File: src/rtl/demux4_buf_pkg.sv
// Shared constants for the buffered 1-to-4 word distributor.
package demux4_buf_pkg;

  localparam int N_CH = 4;

  localparam logic [1:0] CH_A = 2'b00;
  localparam logic [1:0] CH_B = 2'b01;
  localparam logic [1:0] CH_C = 2'b10;
  localparam logic [1:0] CH_D = 2'b11;

  localparam int CNT_W = 16;

endpackage

File: src/rtl/demux4_buf_fifo.sv
// Single-channel DEPTH-entry FIFO; the head output holds the last popped word while empty.
module demux4_fifo #(
  parameter int NB    = 32,
  parameter int DEPTH = 2
) (
  input  logic          i_clk,
  input  logic          i_reset,
  input  logic          i_push,
  input  logic          i_pop,
  input  logic [NB-1:0] i_data,
  output logic          o_full,
  output logic          o_empty,
  output logic [NB-1:0] o_head
);

  localparam int PW = $clog2(DEPTH);

  logic [NB-1:0] mem [DEPTH];
  logic [PW-1:0] wr_ptr;
  logic [PW-1:0] rd_ptr;
  logic [PW:0]   count;
  logic [NB-1:0] last_q;
  logic          push_ok;
  logic          pop_ok;

  assign o_full  = (count == (PW+1)'(DEPTH));
  assign o_empty = (count == '0);
  assign push_ok = i_push && !o_full;
  assign pop_ok  = i_pop && !o_empty;
  assign o_head  = o_empty ? last_q : mem[rd_ptr];

  // NOTE: storage is cleared on reset because the head word of an empty
  // channel is visible on the outputs and must read 0 after reset.
  always_ff @(posedge i_clk or posedge i_reset) begin
    if (i_reset) begin
      for (int i = 0; i < DEPTH; i++) mem[i] <= '0;
      wr_ptr <= '0;
      rd_ptr <= '0;
      count  <= '0;
      last_q <= '0;
    end else begin
      if (push_ok) begin
        mem[wr_ptr] <= i_data;
        wr_ptr      <= wr_ptr + 1'b1;
      end
      if (pop_ok) begin
        last_q <= mem[rd_ptr];
        rd_ptr <= rd_ptr + 1'b1;
      end
      case ({push_ok, pop_ok})
        2'b10:   count <= count + 1'b1;
        2'b01:   count <= count - 1'b1;
        default: count <= count;
      endcase
    end
  end

endmodule

File: src/rtl/demux4_buf.sv
// Buffered 1-to-4 word distributor with independent per-channel FIFOs.
// Optional per-channel delivered-word counters on o_count when DEMUX4_CNT_EN is defined.
module demux4_buf
  import demux4_buf_pkg::*;
#(
  parameter int NB        = 32,
  parameter int NB_SELECT = 2,
  parameter int DEPTH     = 2
) (
  input  logic                 i_clk,
  input  logic                 i_reset,
  input  logic                 i_valid,
  input  logic [NB_SELECT-1:0] i_SEL,
  input  logic [NB-1:0]        i_data,
  output logic                 o_ready,
  input  logic [N_CH-1:0]      i_ready,
  output logic [N_CH-1:0]      o_valid,
  output logic [NB-1:0]        o_data_A,
  output logic [NB-1:0]        o_data_B,
  output logic [NB-1:0]        o_data_C,
  output logic [NB-1:0]        o_data_D
`ifdef DEMUX4_CNT_EN
  ,
  output logic [N_CH*CNT_W-1:0] o_count
`endif
);

  logic [N_CH-1:0] full;
  logic [N_CH-1:0] empty;
  logic [N_CH-1:0] push;
  logic [N_CH-1:0] pop;
  logic [NB-1:0]   head [N_CH];

  // Ready depends only on select and stored state, never on consumer ready.
  assign o_ready = !full[i_SEL];
  assign o_valid = ~empty;
  assign pop     = o_valid & i_ready;

  for (genvar k = 0; k < N_CH; k++) begin : g_ch
    assign push[k] = i_valid && o_ready && (i_SEL == NB_SELECT'(k));

    demux4_fifo #(
      .NB    (NB),
      .DEPTH (DEPTH)
    ) u_fifo (
      .i_clk   (i_clk),
      .i_reset (i_reset),
      .i_push  (push[k]),
      .i_pop   (pop[k]),
      .i_data  (i_data),
      .o_full  (full[k]),
      .o_empty (empty[k]),
      .o_head  (head[k])
    );
  end

  assign o_data_A = head[CH_A];
  assign o_data_B = head[CH_B];
  assign o_data_C = head[CH_C];
  assign o_data_D = head[CH_D];

`ifdef DEMUX4_CNT_EN
  logic [CNT_W-1:0] cnt [N_CH];

  always_ff @(posedge i_clk or posedge i_reset) begin
    if (i_reset) begin
      for (int k = 0; k < N_CH; k++) cnt[k] <= '0;
    end else begin
      for (int k = 0; k < N_CH; k++)
        if (pop[k]) cnt[k] <= cnt[k] + 1'b1;
    end
  end

  for (genvar k = 0; k < N_CH; k++) begin : g_cnt
    assign o_count[k*CNT_W +: CNT_W] = cnt[k];
  end
`endif

endmodule

File: config.mk
export PLATFORM = sky130hd
export DESIGN_NAME = demux4_buf
export DESIGN_NICKNAME = d
export VERILOG_FILES = /design/src/rtl/demux4_buf_pkg.sv /design/src/rtl/demux4_buf_fifo.sv /design/src/rtl/demux4_buf.sv
export SDC_FILE = /design/constraint.sdc
export NUM_CORES = 1
export LEC_CHECK = 0
export CELL_PAD_IN_SITES_DETAIL_PLACEMENT = 0
export CELL_PAD_IN_SITES_GLOBAL_PLACEMENT = 1
export CORE_MARGIN = 2
export CORE_UTILIZATION = 46
export CTS_CLUSTER_DIAMETER = 60
export DETAILED_ROUTE_END_ITERATION = 8
export GPL_TIMING_DRIVEN = 0
export PLACE_DENSITY_LB_ADDON = 0.15
export SYNTH_ARGS = -nofsm -noshare
export SYNTH_HDL_FRONTEND = slang
export SYNTH_SLANG_ARGS = --single-unit
File: constraint.sdc
create_clock -name i_clk -period 19.6 [get_ports i_clk]
set_input_delay 3.92 -clock i_clk [delete_from_list [all_inputs] [get_ports i_clk]]
set_output_delay 3.92 -clock i_clk [all_outputs]
set_load 0.02 [all_outputs]
==> impl_results.rst, run 1 <==
.. list-table::
   :header-rows: 1

   * - Metric
     - Value
   * - Status
     - finished clean
   * - Total number of vias
     - between 10000 and 15000
   * - Share of final-layout standard cells stronger than drive strength 1
     - 0.210
   * - Worst skew pair latency
     - between 500 and 600 ps
   * - Largest clock skew in the final design
     - ~11 ps
   * - Residual overflow from global routing
     - 0
   * - Post-Synthesis Cell Area
     - around 17000 µm²
   * - Maximum root-to-sink buffer count
     - 3
   * - Number of gates given a new drive strength after cts
     - 0
   * - Root Buffer
     - clkbuf_16
   * - Starting Density
     - 0.466
   * - Cells on Worst Hold Path
     - 2
   * - Hold WS
     - ~480 ps
   * - Final Max Slew Viols
     - 0
   * - Synth Register Bits
     - 400
   * - Layout overhead on the synthesized area
     - 22.0%
   * - Post-synthesis cell type with the largest combined area
     - dfrtp_1
   * - Leakage power
     - between 9 and 10 nW
   * - Sequential element share of the synthesized area
     - 0.573
   * - Clock tree from TritonCTS
     - built
   * - Most frequent cell on the critical path
     - clkdlybuf4s50_1
   * - Number of library cell types mapped by synthesis
     - 30
   * - Number of non-filler instances in the completed layout
     - about 2200
   * - ANT cells
     - 0
   * - Net count, final
     - 1725
   * - Footprint of the multi-input gates
     - roughly 7000 µm²
   * - Worst-case vdd ir drop
     - about 0.11 mV
   * - Post-DP HPWL
     - roughly 31000 µm
   * - Antenna violations before repair
     - 0
   * - Flop-to-flop setup slack
     - about 17000 ps
   * - Data arrival, critical path
     - 5480 ps
   * - Relative max-transition margin
     - 0.458
   * - Post-synth top cells
     - dfrtp_1 (400), mux2_2 (220), nor2_1 (134)
   * - Clock-pin slew on the worst setup and hold paths
     - ~60 ps
   * - Port buffer count
     - ~170
   * - Number of nets in the synthesized netlist
     - around 1500
   * - Post-Place Cells
     - around 2100
   * - Hold EP
     - g_ch[2].u_fifo.last_q[30]
   * - Vias/cell
     - roughly 5.3
   * - Critical Path End Type
     - output port
   * - Top cell type's share of synthesized area
     - 0.573
   * - Remaining antenna violation count
     - 0
   * - Areal power density over the cells
     - just over 200 nW/µm²
   * - Initial DRC Count
     - 531
   * - Count of TritonRoute iterations in the first routing pass
     - 5
   * - First-pass GRT wire length
     - 68000 µm
   * - Pin count of the biggest net entering global routing
     - about 130
   * - Highest metal used
     - met4
   * - Count of boundary I/O pins
     - ~170
   * - Mean area per synthesized cell
     - 12.0 µm²
   * - Die Y
     - just under 200 µm
   * - Critical path class
     - primary input to output port
   * - Top post-synthesis cells by area
     - dfrtp_1 (57%), mux2_2 (14%), mux2i_1 (7.3%), o21ai_0 (3.8%), a21oi_1 (3.7%)
   * - Startpoint of the worst setup timing path
     - i_SEL[1]
   * - Number of buffer and inverter stages on the critical path
     - 2
   * - Buffer count from post-CTS setup fixing
     - 0
   * - Residual DRC count
     - 0
   * - CTS H-Tree Depth
     - 2
   * - Cts bufs inserted
     - 44
   * - Total die area
     - about 40000 µm²
   * - Hold Violations, Final
     - 0
   * - Final-report setup violation count
     - 0
   * - Max Clock Freq
     - 0.106 GHz
   * - Worst Max-Slew Pin Slew
     - approximately 810 ps
   * - Ordered list of cells on the worst path
     - clkdlybuf4s50_1 -> mux4_2 -> clkdlybuf4s50_1
   * - Standard-cell row count
     - between 70 and 80
   * - End of the worst register-to-register path
     - g_ch[3].u_fifo.count[1]
   * - Core area
     - between 30000 and 40000 µm²
   * - Sequential standard cell area
     - between 10000 and 15000 µm²
   * - Vias in the first global route
     - between 10000 and 15000
   * - Top Family by Delay on Critical Path
     - buffers and inverters
   * - Critical R2R Launch
     - g_ch[3].u_fifo.count[0]
   * - Critical hold path startpoint
     - g_ch[2].u_fifo.last_q[30]
   * - Routed wire per std cell
     - 19.5 µm
   * - Max-cap violations
     - 0
   * - Floorplan die width
     - ~200 µm
   * - Routed met1 length
     - 20100 µm
   * - Startpoint class of the critical path
     - primary input
   * - EDFF count, synth
     - 0
   * - Delay of the slowest cell on the worst path
     - ~610 ps
   * - Final routed wirelength across all metal layers
     - 43100 µm
   * - Fillers
     - roughly 3300
   * - Wire length on met3
     - ~1500 µm
   * - Met2 WL post-DR
     - 20900 µm
   * - TritonCTS sink count
     - 400
   * - Setup repair after global routing missed its margin
     - false
   * - Ratio of final minimum period to clock period
     - 0.480
   * - Post-layout min period
     - 9400 ps
   * - Required time worst endpoint
     - 15680 ps
   * - Hold crit path type
     - register to register
   * - Number of instances in the synthesized netlist
     - 1460
   * - Maximum fanout along the worst path
     - 6
   * - Yosys warning count
     - 0
   * - Cell depth of the worst flop-to-flop path
     - 7
   * - Overall fraction of global-route tracks in use
     - 0.223
   * - Most used flip-flop cell after synthesis
     - dfrtp_1
   * - Fraction of registers with async set/reset
     - 1.00
   * - Leading cell type by number of instances after synthesis
     - dfrtp_1
   * - Final GP Congestion
     - ~0.8
   * - Slowest CP cell
     - clkdlybuf4s50_1
   * - Post-CTS Hold Buffers
     - 0
-- layout make-up --
cell class,instances,share of cell area
Buffer,100,0.0208
Sequential cell,400,0.470
Inverter,5,0.00123
Tap cell,511,0.0300
Multi-Input combinational cell,955,0.328
Timing Repair Buffer,174,0.0843
Clock buffer,69,0.0623
Clock inverter,4,0.00329
-- routing by layer --
layer,vias up,track usage
li1,5480,-
met1,5991,0.313
met2,193,0.369
met3,51,0.0327
met4,0,0.0442
met5,-,0
-- power breakdown --
group	switching, mW	leakage [nW]	internal, mW	total (mW)
clock	0.318	0.685	0.486	0.804
sequential	0.201	4.90	1.23	1.43
combinational	1.15	4.02	0.992	2.14
total	1.67	9.61	2.70	4.37
-- metrics by stage --
step                      power (mW)  cell area (µm²)  setup TNS (ps)  utilization  setup WS, ps
after CTS                       4.41            21300               0        0.568         10170
after global placement          3.55            19800          -69230        0.528          -219
after floorplan                 2.71            17500               0            -          4560
final                           4.37            21300               0        0.568         10200
after detailed placement        3.59            19900               0        0.531         10170
after global routing            4.65            21300               0        0.568         10140
-- kinds of logic after synthesis --
logic type,count (synthesis),synth area share
flip-flops,400,0.573
AO/OA/AOI/OAI,260,0.0746
adder cells (fa/ha/maj),4,0.00287
AND/OR/NAND/NOR,286,0.0663
buffers and inverters,105,0.0265
multiplexers,385,0.246
XOR/XNOR,20,0.0100
-- registers in the layout, summed over array words and instances (netlist names) --
name and cells:
g_ch.u_fifo.rd_ptr 4, g_ch.u_fifo.last_q 128, g_ch.u_fifo.mem 256, g_ch.u_fifo.wr_ptr 4, g_ch.u_fifo.count 8
-- worst register-to-register path, stage by stage (launching register included) --
cell      delay (ps)
dfrtp_1          440
o21ai_0          450
clkbuf_1         440
clkbuf_1         450
inv_1             90
ha_1             340
nor2_1           140
xor2_1           150
-- worst max path at each step --
| stage | end | slack, ps | depth (start not counted) |
|---|---|---|---|
| final | o_ready | 10200 | 3 |
| after CTS | o_ready | 10170 | 3 |
| after detailed placement | o_ready | 10170 | 3 |
| after floorplan | g_ch[0].u_fifo.count[0] | 4560 | 1 |
| after global placement | g_ch[2].u_fifo.last_q[24] | -220 | 2 |
| after global routing | o_ready | 10140 | 3 |
-- cells in the final DEF (no fill, tap or decap), types with 45 or more instances in the layout --
master and n:
clkbuf_1 65, mux2i_1 128, clkdlybuf4s50_1 171, mux2_2 220
nor2_1 134, nand2_1 128, o21ai_0 132, dfrtp_1 400
a21oi_1 128, clkbuf_16 45
No activity file was read; power rests on OpenSTA's default activity.
==> inputs of run 2 (changes only) <==
--- a/config.mk
+++ b/config.mk
@@ -8,7 +8,7 @@
 export CELL_PAD_IN_SITES_DETAIL_PLACEMENT = 0
 export CELL_PAD_IN_SITES_GLOBAL_PLACEMENT = 1
 export CORE_MARGIN = 2
-export CORE_UTILIZATION = 46
+export CORE_UTILIZATION = 42
 export CTS_CLUSTER_DIAMETER = 60
 export DETAILED_ROUTE_END_ITERATION = 8
 export GPL_TIMING_DRIVEN = 0
==> constraint.sdc (replaced) <==
create_clock -name i_clk -period 8 [get_ports i_clk]
set_input_delay 1.6 -clock i_clk [delete_from_list [all_inputs] [get_ports i_clk]]
set_output_delay 1.6 -clock i_clk [all_outputs]
set_load 0.02 [all_outputs]
==> run 2 against run 1 <==
Against the previous run: clock skew decreased by 1.2 ps; largest cell class unchanged; die area increased by 9.3%; critical path depth increased by 3; clock-buffer cell count decreased by 1; first-iteration DRC count decreased by 23%; cell count increased by 1.4%; sequential share of layout area decreased by 0.39 points; non-clock buffer count increased by 8.
==> impl_results.rst, run 2 (synthesis results as in run 1) <==
.. list-table::
   :header-rows: 1

   * - Metric
     - Value
   * - Slowest CP cell
     - clkdlybuf4s50_1
   * - Data arrival, critical path
     - 3320 ps (-2160 ps)
   * - Number of gates given a new drive strength after cts
     - 0 (unchanged)
   * - Worst Max-Slew Pin Slew
     - 765 ps (-48.2 ps)
   * - Final Max Slew Viols
     - 0 (unchanged)
   * - Routed wire per std cell
     - 19.8 µm (+1.8%)
   * - Worst-case vdd ir drop
     - 0.271 mV (+140%)
   * - Buffer count from post-CTS setup fixing
     - 0 (unchanged)
   * - Setup repair after global routing missed its margin
     - false
   * - Largest clock skew in the final design
     - 9.51 ps (-1.17 ps)
   * - Number of non-filler instances in the completed layout
     - 2250 (+1.4%)
   * - Post-CTS Hold Buffers
     - 0 (unchanged)
   * - Flop-to-flop setup slack
     - 5430 ps (-11590 ps)
   * - Hold crit path type
     - register to register
   * - Final GP Congestion
     - 0.806 (+3.2%)
   * - Clock-pin slew on the worst setup and hold paths
     - 60 ps (about the same)
   * - TritonCTS sink count
     - 400 (unchanged)
   * - Vias in the first global route
     - 12183 (+2.6%)
   * - Critical Path End Type
     - output port
   * - Grt met1 use
     - 0.285 (-0.0282)
   * - Standard-cell row count
     - 74 (+4.2%)
   * - Ordered list of cells on the worst path
     - or2_2 -> clkbuf_1 -> buf_1 -> nor2_1 -> a21oi_1 -> clkdlybuf4s50_1
   * - End of the worst register-to-register path
     - g_ch[3].u_fifo.count[1]
   * - Pin count of the biggest net entering global routing
     - 41 (-69%)
   * - ANT cells
     - 0 (unchanged)
   * - Sum of negative setup slack
     - 0 ps (unchanged)
   * - Post-layout min period
     - 4920 ps
   * - Antenna violations before repair
     - 0 (unchanged)
   * - Hold EP
     - g_ch[2].u_fifo.last_q[4]
   * - Critical path class
     - register to output port
   * - Layout overhead on the synthesized area
     - 23.0%
   * - Root Buffer
     - clkbuf_16
   * - Max-cap violations
     - 0 (unchanged)
   * - Residual DRC count
     - 0 (unchanged)
   * - Final routed wirelength across all metal layers
     - 44500 µm (+3.2%)
   * - Residual overflow from global routing
     - 0 (unchanged)
   * - Status
     - finished clean
   * - Count of boundary I/O pins
     - 174 (unchanged)
   * - Clock tree from TritonCTS
     - built
   * - Worst slack, placed
     - 3260 ps (-6910 ps)
   * - Remaining antenna violation count
     - 0 (unchanged)
   * - Placement Cell Area
     - 20100 µm² (+0.81%)
   * - Met2 Usage GRT
     - 0.346 (-0.0237)
   * - Relative max-transition margin
     - 0.490 (+0.0321)
   * - Fillers
     - 3692 (+12%)
   * - Max Clock Freq
     - approximately 0.2 GHz
   * - Leakage power
     - 9.68 nW (+0.77%)
   * - Post-Place Cells
     - 2174 (+1.4%)
   * - Final cell area excluding filler cells
     - 21500 µm² (+0.83%)
   * - Design Power
     - 10.8 mW (+150%)
   * - Cell depth of the worst flop-to-flop path
     - 7 (unchanged)
   * - Floorplan die width
     - 208 µm (+4.6%)
   * - Critical hold path startpoint
     - g_ch[2].u_fifo.last_q[4]
   * - Finished Core Util
     - 0.525 (-0.0434)
   * - Total number of vias
     - 11658 (-0.49%)
   * - Overall fraction of global-route tracks in use
     - 0.208 (-0.0149)
   * - Hold Violations, Final
     - 0 (unchanged)
   * - Critical R2R Launch
     - g_ch[3].u_fifo.count[0]
   * - Core area
     - 40900 µm² (+9.2%)
   * - Cells on Worst Hold Path
     - 2 (unchanged)
   * - First-pass GRT wire length
     - 70500 µm (+3.7%)
   * - Die Y
     - 208 µm (+4.6%)
   * - Global-route met3 utilization
     - 0.0295 (-0.00322)
   * - Startpoint class of the critical path
     - register
   * - Post-DP HPWL
     - 32800 µm (+5.8%)
   * - Port buffer count
     - 171 (unchanged)
   * - Count of TritonRoute iterations in the first routing pass
     - 5 (unchanged)
   * - Cts bufs inserted
     - 45 (+2.3%)
   * - Net count, final
     - 1734 (+0.52%)
   * - Required time worst endpoint
     - 6400 ps (-9280 ps)
   * - Crit path setup slack, layout
     - 3080 ps (-7120 ps)
   * - Largest register by flop count
     - g_ch.u_fifo.mem
   * - Vias/cell
     - 5.18 (-1.9%)
   * - Share of final-layout standard cells stronger than drive strength 1
     - 0.216 (+0.00564)
   * - Delay of the slowest cell on the worst path
     - 680 ps (+70 ps)
   * - Most used cells in the layout excluding fill and tap cells
     - dfrtp_1 (400), mux2_2 (220), clkdlybuf4s50_1 (171), nor2_1 (134), o21ai_0 (132)
   * - Initial DRC Count
     - 410 (-23%)
   * - Starting Density
     - 0.427 (-0.0391)
   * - Final-report setup violation count
     - 0 (unchanged)
   * - Leading registers by flop count
     - g_ch.u_fifo.mem x256, g_ch.u_fifo.last_q x128, g_ch.u_fifo.count x8
   * - Number of flip-flops under the largest register name
     - 256 (unchanged)
   * - CTS H-Tree Depth
     - 2 (unchanged)
   * - Hold WS
     - 478 ps (-2.82 ps)
   * - Areal power density over the cells
     - 501 nW/µm² (+140%)
   * - Total die area
     - 43200 µm² (+9.3%)
   * - Worst skew pair latency
     - 540 ps (about the same)
   * - Maximum root-to-sink buffer count
     - 3 (unchanged)
   * - Busiest layer in global routing
     - met2
   * - Ratio of final minimum period to clock period
     - 0.615
   * - Commonest non-fill, non-tap cell in the layout
     - dfrtp_1
   * - Maximum fanout along the worst path
     - 10 (+4)
run 2: power breakdown:
| part | internal, mW | switching (mW) | leakage (nW) |
|---|---|---|---|
| logic | 2.44 | 2.83 | 4.08 |
| registers | 3.01 | 0.487 | 4.90 |
| clock network | 1.19 | 0.797 | 0.700 |
run 2: worst max path at each step:
stage                            start                         to  slack (ps)  cells after the start
2_1_floorplan                  i_reset    g_ch[0].u_fifo.count[0]        1010                      1
3_3_place_gp                   i_reset  g_ch[1].u_fifo.last_q[23]       -1800                      2
3_5_place_dp                  i_SEL[1]                    o_ready        3260                      3
4_1_cts        g_ch[3].u_fifo.count[0]               o_data_D[16]        3040                      6
5_1_grt        g_ch[3].u_fifo.count[0]               o_data_D[16]        2960                      6
6_report       g_ch[3].u_fifo.count[0]               o_data_D[16]        3080                      6
run 2: layout make-up:
class,count,area [µm²],share of cell area
Sequential cell,400,10000,0.466
Multi-Input combinational cell,955,6980,0.325
Timing Repair Buffer,182,1930,0.0900
Clock buffer,68,1320,0.0616
Tap cell,532,666,0.0310
Buffer,100,443,0.0206
Clock inverter,8,90.1,0.00420
Inverter,5,22.5,0.00105
run 2: worst max-delay path: cells and delay by family, from the launching register on:
family          cells  cell delay, ps
simple gates        2             250
flops               1             450
compound gates      1             330
buf+inv             3            1750
run 2: layer usage:
metal / wire [µm] / share of wire / vias to the layer above
met3: 1530 / 0.034 / 63
met4: 983 / 0.022 / 0
met1: 20500 / 0.46 / 5886
met2: 21500 / 0.48 / 202
met5: 0 / 0 / -
li1: - / - / 5507
